[src/rtl/ts_pkg.sv]
// Shared constants and state encoding for the MPEG2-TS packet synchroniser.
package ts_pkg;
  localparam int          TS_PKT_LEN   = 188;
  localparam logic [7:0]  TS_SYNC_BYTE = 8'h47;
  localparam int          TS_CNT_W     = $clog2(TS_PKT_LEN);

  typedef logic [1:0] ts_state_t;
  localparam ts_state_t HUNT   = 2'd0;
  localparam ts_state_t VERIFY = 2'd1;
  localparam ts_state_t LOCKED = 2'd2;
endpackage

[src/rtl/ts_sync_stats.sv]
// Saturating packet / sync-error counters for ts_packet_sync (TS_SYNC_STATS_EN builds).
module ts_sync_stats (
  input  logic        clk,
  input  logic        rst,
  input  logic        pkt_inc,
  input  logic        err_inc,
  output logic [31:0] pkt_cnt,
  output logic [15:0] err_cnt
);
  logic [31:0] pkt_cnt_q, pkt_cnt_d;
  logic [15:0] err_cnt_q, err_cnt_d;

  always_comb begin
    pkt_cnt_d = pkt_cnt_q;
    err_cnt_d = err_cnt_q;
    if (pkt_inc && (pkt_cnt_q != '1)) pkt_cnt_d = pkt_cnt_q + 32'd1;
    if (err_inc && (err_cnt_q != '1)) err_cnt_d = err_cnt_q + 16'd1;
  end

  always_ff @(posedge clk or posedge rst) begin
    if (rst) begin
      pkt_cnt_q <= '0;
      err_cnt_q <= '0;
    end else begin
      pkt_cnt_q <= pkt_cnt_d;
      err_cnt_q <= err_cnt_d;
    end
  end

  assign pkt_cnt = pkt_cnt_q;
  assign err_cnt = err_cnt_q;
endmodule

[src/rtl/ts_packet_sync.sv]
// MPEG2-TS sync finder: hunts for 0x47 every PKT_LEN bytes, locks, forwards aligned packets.
// Define TS_SYNC_STATS_EN to add the pkt_cnt / err_cnt statistics outputs.
module ts_packet_sync
  import ts_pkg::*;
#(
  parameter int              DATA_WIDTH   = 8,
  parameter int              PKT_LEN      = TS_PKT_LEN,
  parameter logic [7:0]      SYNC_BYTE    = TS_SYNC_BYTE,
  parameter int              LOCK_COUNT   = 3,
  parameter int              UNLOCK_COUNT = 3
) (
  input  logic                  clk,
  input  logic                  rst,
  input  logic [DATA_WIDTH-1:0] data_in,
  input  logic                  valid_in,
  output logic [DATA_WIDTH-1:0] data_out,
  output logic                  valid_out,
  output logic                  sop,
  output logic                  eop,
  output logic                  locked,
  output logic                  sync_err,
  output logic                  sync_loss
`ifdef TS_SYNC_STATS_EN
  ,
  output logic [31:0]           pkt_cnt,
  output logic [15:0]           err_cnt
`endif
);
  localparam int         CNT_W    = $clog2(PKT_LEN);
  localparam logic [2:0] LOCK_N   = 3'(LOCK_COUNT);
  localparam logic [2:0] UNLOCK_N = 3'(UNLOCK_COUNT);
  localparam logic [CNT_W-1:0] LAST = CNT_W'(PKT_LEN - 1);

  ts_state_t             state_q, state_d;
  logic [CNT_W-1:0]      byte_cnt_q, byte_cnt_d;
  logic [2:0]            good_cnt_q, good_cnt_d;
  logic [2:0]            miss_cnt_q, miss_cnt_d;
  logic [DATA_WIDTH-1:0] data_q, data_d;
  logic                  valid_q, valid_d;
  logic                  sop_q, sop_d;
  logic                  eop_q, eop_d;
  logic                  locked_q, locked_d;
  logic                  err_q, err_d;
  logic                  loss_q, loss_d;

  logic is_sync, at_sync;
  logic [CNT_W-1:0] cnt_next;

  assign is_sync  = (data_in == SYNC_BYTE);
  assign at_sync  = (byte_cnt_q == '0);
  assign cnt_next = (byte_cnt_q == LAST) ? '0 : byte_cnt_q + 1'b1;

  always_comb begin
    state_d    = state_q;
    byte_cnt_d = byte_cnt_q;
    good_cnt_d = good_cnt_q;
    miss_cnt_d = miss_cnt_q;
    data_d     = data_q;
    valid_d    = 1'b0;
    sop_d      = 1'b0;
    eop_d      = 1'b0;
    err_d      = 1'b0;
    loss_d     = 1'b0;
    if (valid_in) begin
      byte_cnt_d = cnt_next;
      case (state_q)
        HUNT: begin
          byte_cnt_d = '0;
          if (is_sync) begin
            state_d    = VERIFY;
            byte_cnt_d = CNT_W'(1);
            good_cnt_d = 3'd1;
          end
        end
        VERIFY: begin
          if (at_sync) begin
            if (is_sync) begin
              good_cnt_d = good_cnt_q + 3'd1;
              if (good_cnt_d >= LOCK_N) begin
                // The confirming sync is itself the first forwarded byte.
                state_d    = LOCKED;
                good_cnt_d = '0;
                miss_cnt_d = '0;
                valid_d    = 1'b1;
                sop_d      = 1'b1;
                data_d     = data_in;
              end
            end else begin
              // Misaligned candidate; the offending byte is not re-tried as a sync.
              state_d    = HUNT;
              good_cnt_d = '0;
              byte_cnt_d = '0;
            end
          end
        end
        LOCKED: begin
          valid_d = 1'b1;
          data_d  = data_in;
          sop_d   = at_sync;
          eop_d   = (byte_cnt_q == LAST);
          if (at_sync) begin
            if (is_sync) begin
              miss_cnt_d = '0;
            end else if (miss_cnt_q + 3'd1 >= UNLOCK_N) begin
              // Lock loss happens only on a packet boundary; the boundary byte is dropped.
              state_d    = HUNT;
              byte_cnt_d = '0;
              good_cnt_d = '0;
              miss_cnt_d = '0;
              valid_d    = 1'b0;
              sop_d      = 1'b0;
              data_d     = data_q;
              loss_d     = 1'b1;
            end else begin
              miss_cnt_d = miss_cnt_q + 3'd1;
              err_d      = 1'b1;
            end
          end
        end
        default: begin
          state_d    = HUNT;
          byte_cnt_d = '0;
          good_cnt_d = '0;
          miss_cnt_d = '0;
        end
      endcase
    end
    locked_d = (state_d == LOCKED);
  end

  always_ff @(posedge clk or posedge rst) begin
    if (rst) begin
      state_q    <= HUNT;
      byte_cnt_q <= '0;
      good_cnt_q <= '0;
      miss_cnt_q <= '0;
      data_q     <= '0;
      valid_q    <= 1'b0;
      sop_q      <= 1'b0;
      eop_q      <= 1'b0;
      locked_q   <= 1'b0;
      err_q      <= 1'b0;
      loss_q     <= 1'b0;
    end else begin
      state_q    <= state_d;
      byte_cnt_q <= byte_cnt_d;
      good_cnt_q <= good_cnt_d;
      miss_cnt_q <= miss_cnt_d;
      data_q     <= data_d;
      valid_q    <= valid_d;
      sop_q      <= sop_d;
      eop_q      <= eop_d;
      locked_q   <= locked_d;
      err_q      <= err_d;
      loss_q     <= loss_d;
    end
  end

  assign data_out  = data_q;
  assign valid_out = valid_q;
  assign sop       = sop_q;
  assign eop       = eop_q;
  assign locked    = locked_q;
  assign sync_err  = err_q;
  assign sync_loss = loss_q;

`ifdef TS_SYNC_STATS_EN
  ts_sync_stats u_stats (
    .clk     (clk),
    .rst     (rst),
    .pkt_inc (eop_d),
    .err_inc (err_d | loss_d),
    .pkt_cnt (pkt_cnt),
    .err_cnt (err_cnt)
  );
`endif
endmodule

[config.mk]
export PLATFORM = sky130hd
export DESIGN_NAME = ts_packet_sync
export DESIGN_NICKNAME = d
export VERILOG_FILES = /design/src/rtl/ts_pkg.sv /design/src/rtl/ts_sync_stats.sv /design/src/rtl/ts_packet_sync.sv
export SDC_FILE = /design/constraint.sdc
export NUM_CORES = 1
export LEC_CHECK = 0
export CAP_MARGIN = 20
export CORE_ASPECT_RATIO = 0.9
export CORE_UTILIZATION = 50
export CTS_CLUSTER_DIAMETER = 150
export CTS_CLUSTER_SIZE = 40
export DETAILED_ROUTE_END_ITERATION = 10
export MAX_ROUTING_LAYER = met4
export PLACE_DENSITY = 0.74
export SYNTH_ARGS = -nofsm -noshare
export SYNTH_HDL_FRONTEND = slang
export SYNTH_SLANG_ARGS = --single-unit
[constraint.sdc]
create_clock -name clk -period 3.8 [get_ports clk]
set_input_delay 0.76 -clock clk [delete_from_list [all_inputs] [get_ports clk]]
set_output_delay 0.76 -clock clk [all_outputs]
set_load 0.005 [all_outputs]
==> out/results.tsv <==
stage	metric	value	unit
run_status	status	complete, no violations	
route	totalWireLength	3.48	mm
cts	clkLatencyLatePin	0.28	ns
die	core	3160	µm²
synth	synth_nets	183	
route	route.met3.wl	192	µm
run	max_cap_viol_count	0	
pwr	fin_total_pwr	0.836	mW
pwr	seqPwrFrac	0.458	
die	floorplan.initialDensity	0.545	
timing	final_hold_viol_count	0	
route	firstDrtPassIters	4	
pwr	p_comb_frac	0.225	
synth	yosysWarnings	0	
cts	cts-htree-levels	2	
layout	syn2layout_area_growth	22.4	%
cts	ctsRootBufferMaster	clkbuf_8	
route	routedWlPerCell	15.0	µm
pwr	internal_power	0.634	mW
die	rows	19	
synth	syn_avg_cell_area	10.6	µm²
grt	first_global_vias	1343	
layout	drive_above_1_share	0.142	
placement	finalWeightedCongestion	0.872	
pwr	clock_power_share	0.317	
pwr	p_switching	0.202	mW
cts	cts_sinks	30	
synth	synth_largest_area_cell	dfrtp_1	
timing	tightest_slew	0.943	ns
die	die-height	57.7	µm
setup_path	path_max_fanout	11	
synth	ys_seq_area_frac	0.436	
cts	clock_path_buffers	2	
cts	cts_tree	done	
timing	setup_tns	0	ns
setup_path	required	3.96	ns
timing	finalClockSkew	0.00563	ns
timing	max-slew-margin-rel	0.366	
setup_path	crit_type	input port to flop	
pwr	leakagePower	0.941	nW
setup_path	cp-end-kind	flop	
synth	synth-seq-cells	30	
layout	nFillCells	265	
timing	clock.fmax	0.369	GHz
die	ioPinCount	25	
synth	syn_inst	162	
layout	nNetsFinal	210	
setup_path	ff2ff_path_depth	5	
route	wl_met1	1.58	mm
timing	grt_setup_unrepaired	no	
synth	ys_types	43	
setup_path	crit_path_start_kind	input port	
timing	post-route-period-util	0.714	
pwr	power.share.switching	0.242	
route	ant_nets	0	
synth	yosys-top-cells-count	30 x dfrtp_1, 12 x nand2_1, 10 x ha_1, 10 x inv_1	
min_path	hold_depth	1	
synth	yosysMostFrequentCell	dfrtp_1	
die	dieArea	3680	µm²
placement	post-dp-hpwl	2.58	mm
route	routed_via_density	5.86	
synth	synth_edf_count	0	
synth	synthArstFlopShare	1.00	
timing	finalCriticalPeriod	2.71	ns
route	wl_met2	1.67	mm
grt	overflow	0	
synth	synth-main-ff-cell	dfrtp_1	
die	die_w	63.9	µm
grt	grt_pass1_wl	6.12	mm
layout	diodes	0	
pwr	peakVddDrop	296	µV
route	highest_layer	met4	
pwr	p_per_area	397	nW/µm²
synth	yosys.area.top_type_share	0.436	
cts	post-cts-setup-buffers	0	
grt	grt_max_degree	31	
synth	yosys-top-cells-area	dfrtp_1 44%, ha_1 7.3%, mux2_4 7.0%	
cts	cts_made_buffers	5	
route	via_count	1359	
timing	drv_slew	0	
cts	clk_pin_slew	0.06	ns
grt	grt_use_total	0.228	
min_path	min_path_type	flop to flop	
cts	cts_resized	0	
route	drc	0	
cts	holdBufCountCts	0	
route	drt-initial-drc-count	64	
placement	io_buffers	24	
grt	antenna_found_initial	0	
synth	syn_area	1720	µm²
timing	setup_violations	0	
setup_path	cp.arrival	2.87	ns
-- state kept, by name (all words and copies together) (netlist names) --
signal      flops
data_out        8
miss_cnt_q      3
sync_err        1
eop             1
byte_cnt_q      8
state_q         2
sop             1
valid_out       1
locked          1
good_cnt_q      3
sync_loss       1
-- layout make-up --
type | count | area (µm²) | share of cell area
repair buffers | 26 | 263 | 0.125
clock inverters | 2 | 12.5 | 0.00593
inverters | 11 | 41.3 | 0.0196
multi-input cells | 115 | 906 | 0.430
well taps | 42 | 52.6 | 0.0249
flip-flops and latches | 30 | 751 | 0.356
clock buffers | 6 | 82.6 | 0.0392
-- worst max-delay path, stage by stage --
cell and delay, ns:
clkdlybuf4s50_1 0.42, nand4bb_1 0.27, nor2_2 0.40, o21ai_1 0.37, and3_1 0.31, a2111oi_0 0.33
-- cell usage in the layout, fill, tap and decap left out, types with 2 or more instances in the layout --
cell type and n:
dfrtp_1 30, nand2_1 12, nand2b_1 2, a221oi_1 3, and3_1 4, o21ai_0 2, xor2_1 2, nor3_1 5
a21o_1 4, and2_1 2, clkbuf_8 6, a211oi_1 6, mux2_4 8, clkdlybuf4s50_1 24, a41oi_1 2, mux2_1 3
o22a_1 2, o21ai_1 5, a21oi_1 4, inv_1 10, nand3_1 7, a2111oi_0 3, o31ai_1 2, nor4_1 3
nor2_1 8, ha_1 10
-- kinds of logic (layout without fill, tap and decap cells) --
| group | count (synthesis) | in the layout | share of synthesized area |
|---|---|---|---|
| AND/OR/NAND/NOR | 53 | 53 | 0.183 |
| AO/OA/AOI/OAI | 38 | 38 | 0.165 |
| flip-flops | 30 | 30 | 0.436 |
| buffers and inverters | 17 | 45 | 0.0385 |
| multiplexers | 12 | 12 | 0.0951 |
| adder cells (fa/ha/maj) | 10 | 10 | 0.0726 |
| XOR/XNOR | 2 | 2 | 0.0102 |
-- final timing paths --
kind | startpoint | endpoint | slack [ns]
max | data_in[3] | locked$_DFF_PP0_ | 1.09
min | miss_cnt_q[2]$_DFFE_PP0P_ | miss_cnt_q[2]$_DFFE_PP0P_ | 0.51
max reg2reg | byte_cnt_q[3]$_DFFE_PP0P_ | byte_cnt_q[2]$_DFFE_PP0P_ | 1.36
min reg2reg | miss_cnt_q[2]$_DFFE_PP0P_ | miss_cnt_q[2]$_DFFE_PP0P_ | 0.51
max in group asynchronous | rst | miss_cnt_q[1]$_DFFE_PP0P_ | 2.46
min in group asynchronous | rst | data_out[4]$_DFFE_PP0P_ | 0.84
-- metrics by stage --
stage	hold slack [ns]	instances	instance area [µm²]	worst slack, ns	utilization
finish	0.513	232	2110	1.09	0.667
global route	0.531	232	2110	0.977	0.667
CTS	0.514	231	2090	1.11	0.662
detailed placement	0.498	223	2000	0.792	0.632
global placement	0.494	223	2000	0.856	0.632
floorplan	0.474	162	1720	1.39	-
-- layer usage --
metal,global-route usage,vias up
li1,-,646
met1,0.288,663
met2,0.356,43
met3,0.0531,7
met4,0.0909,0
met5,-,-
-- power groups by stage --
stage          logic [mW]  registers (mW)  clock network, mW
2_1_floorplan      0.0837           0.388                  0
3_3_place_gp        0.185           0.385                  0
3_5_place_dp        0.188           0.387                  0
4_1_cts             0.189           0.384              0.271
5_1_grt             0.202           0.388              0.287
6_report            0.188           0.383              0.265
No activity file was read; power rests on OpenSTA's default activity.
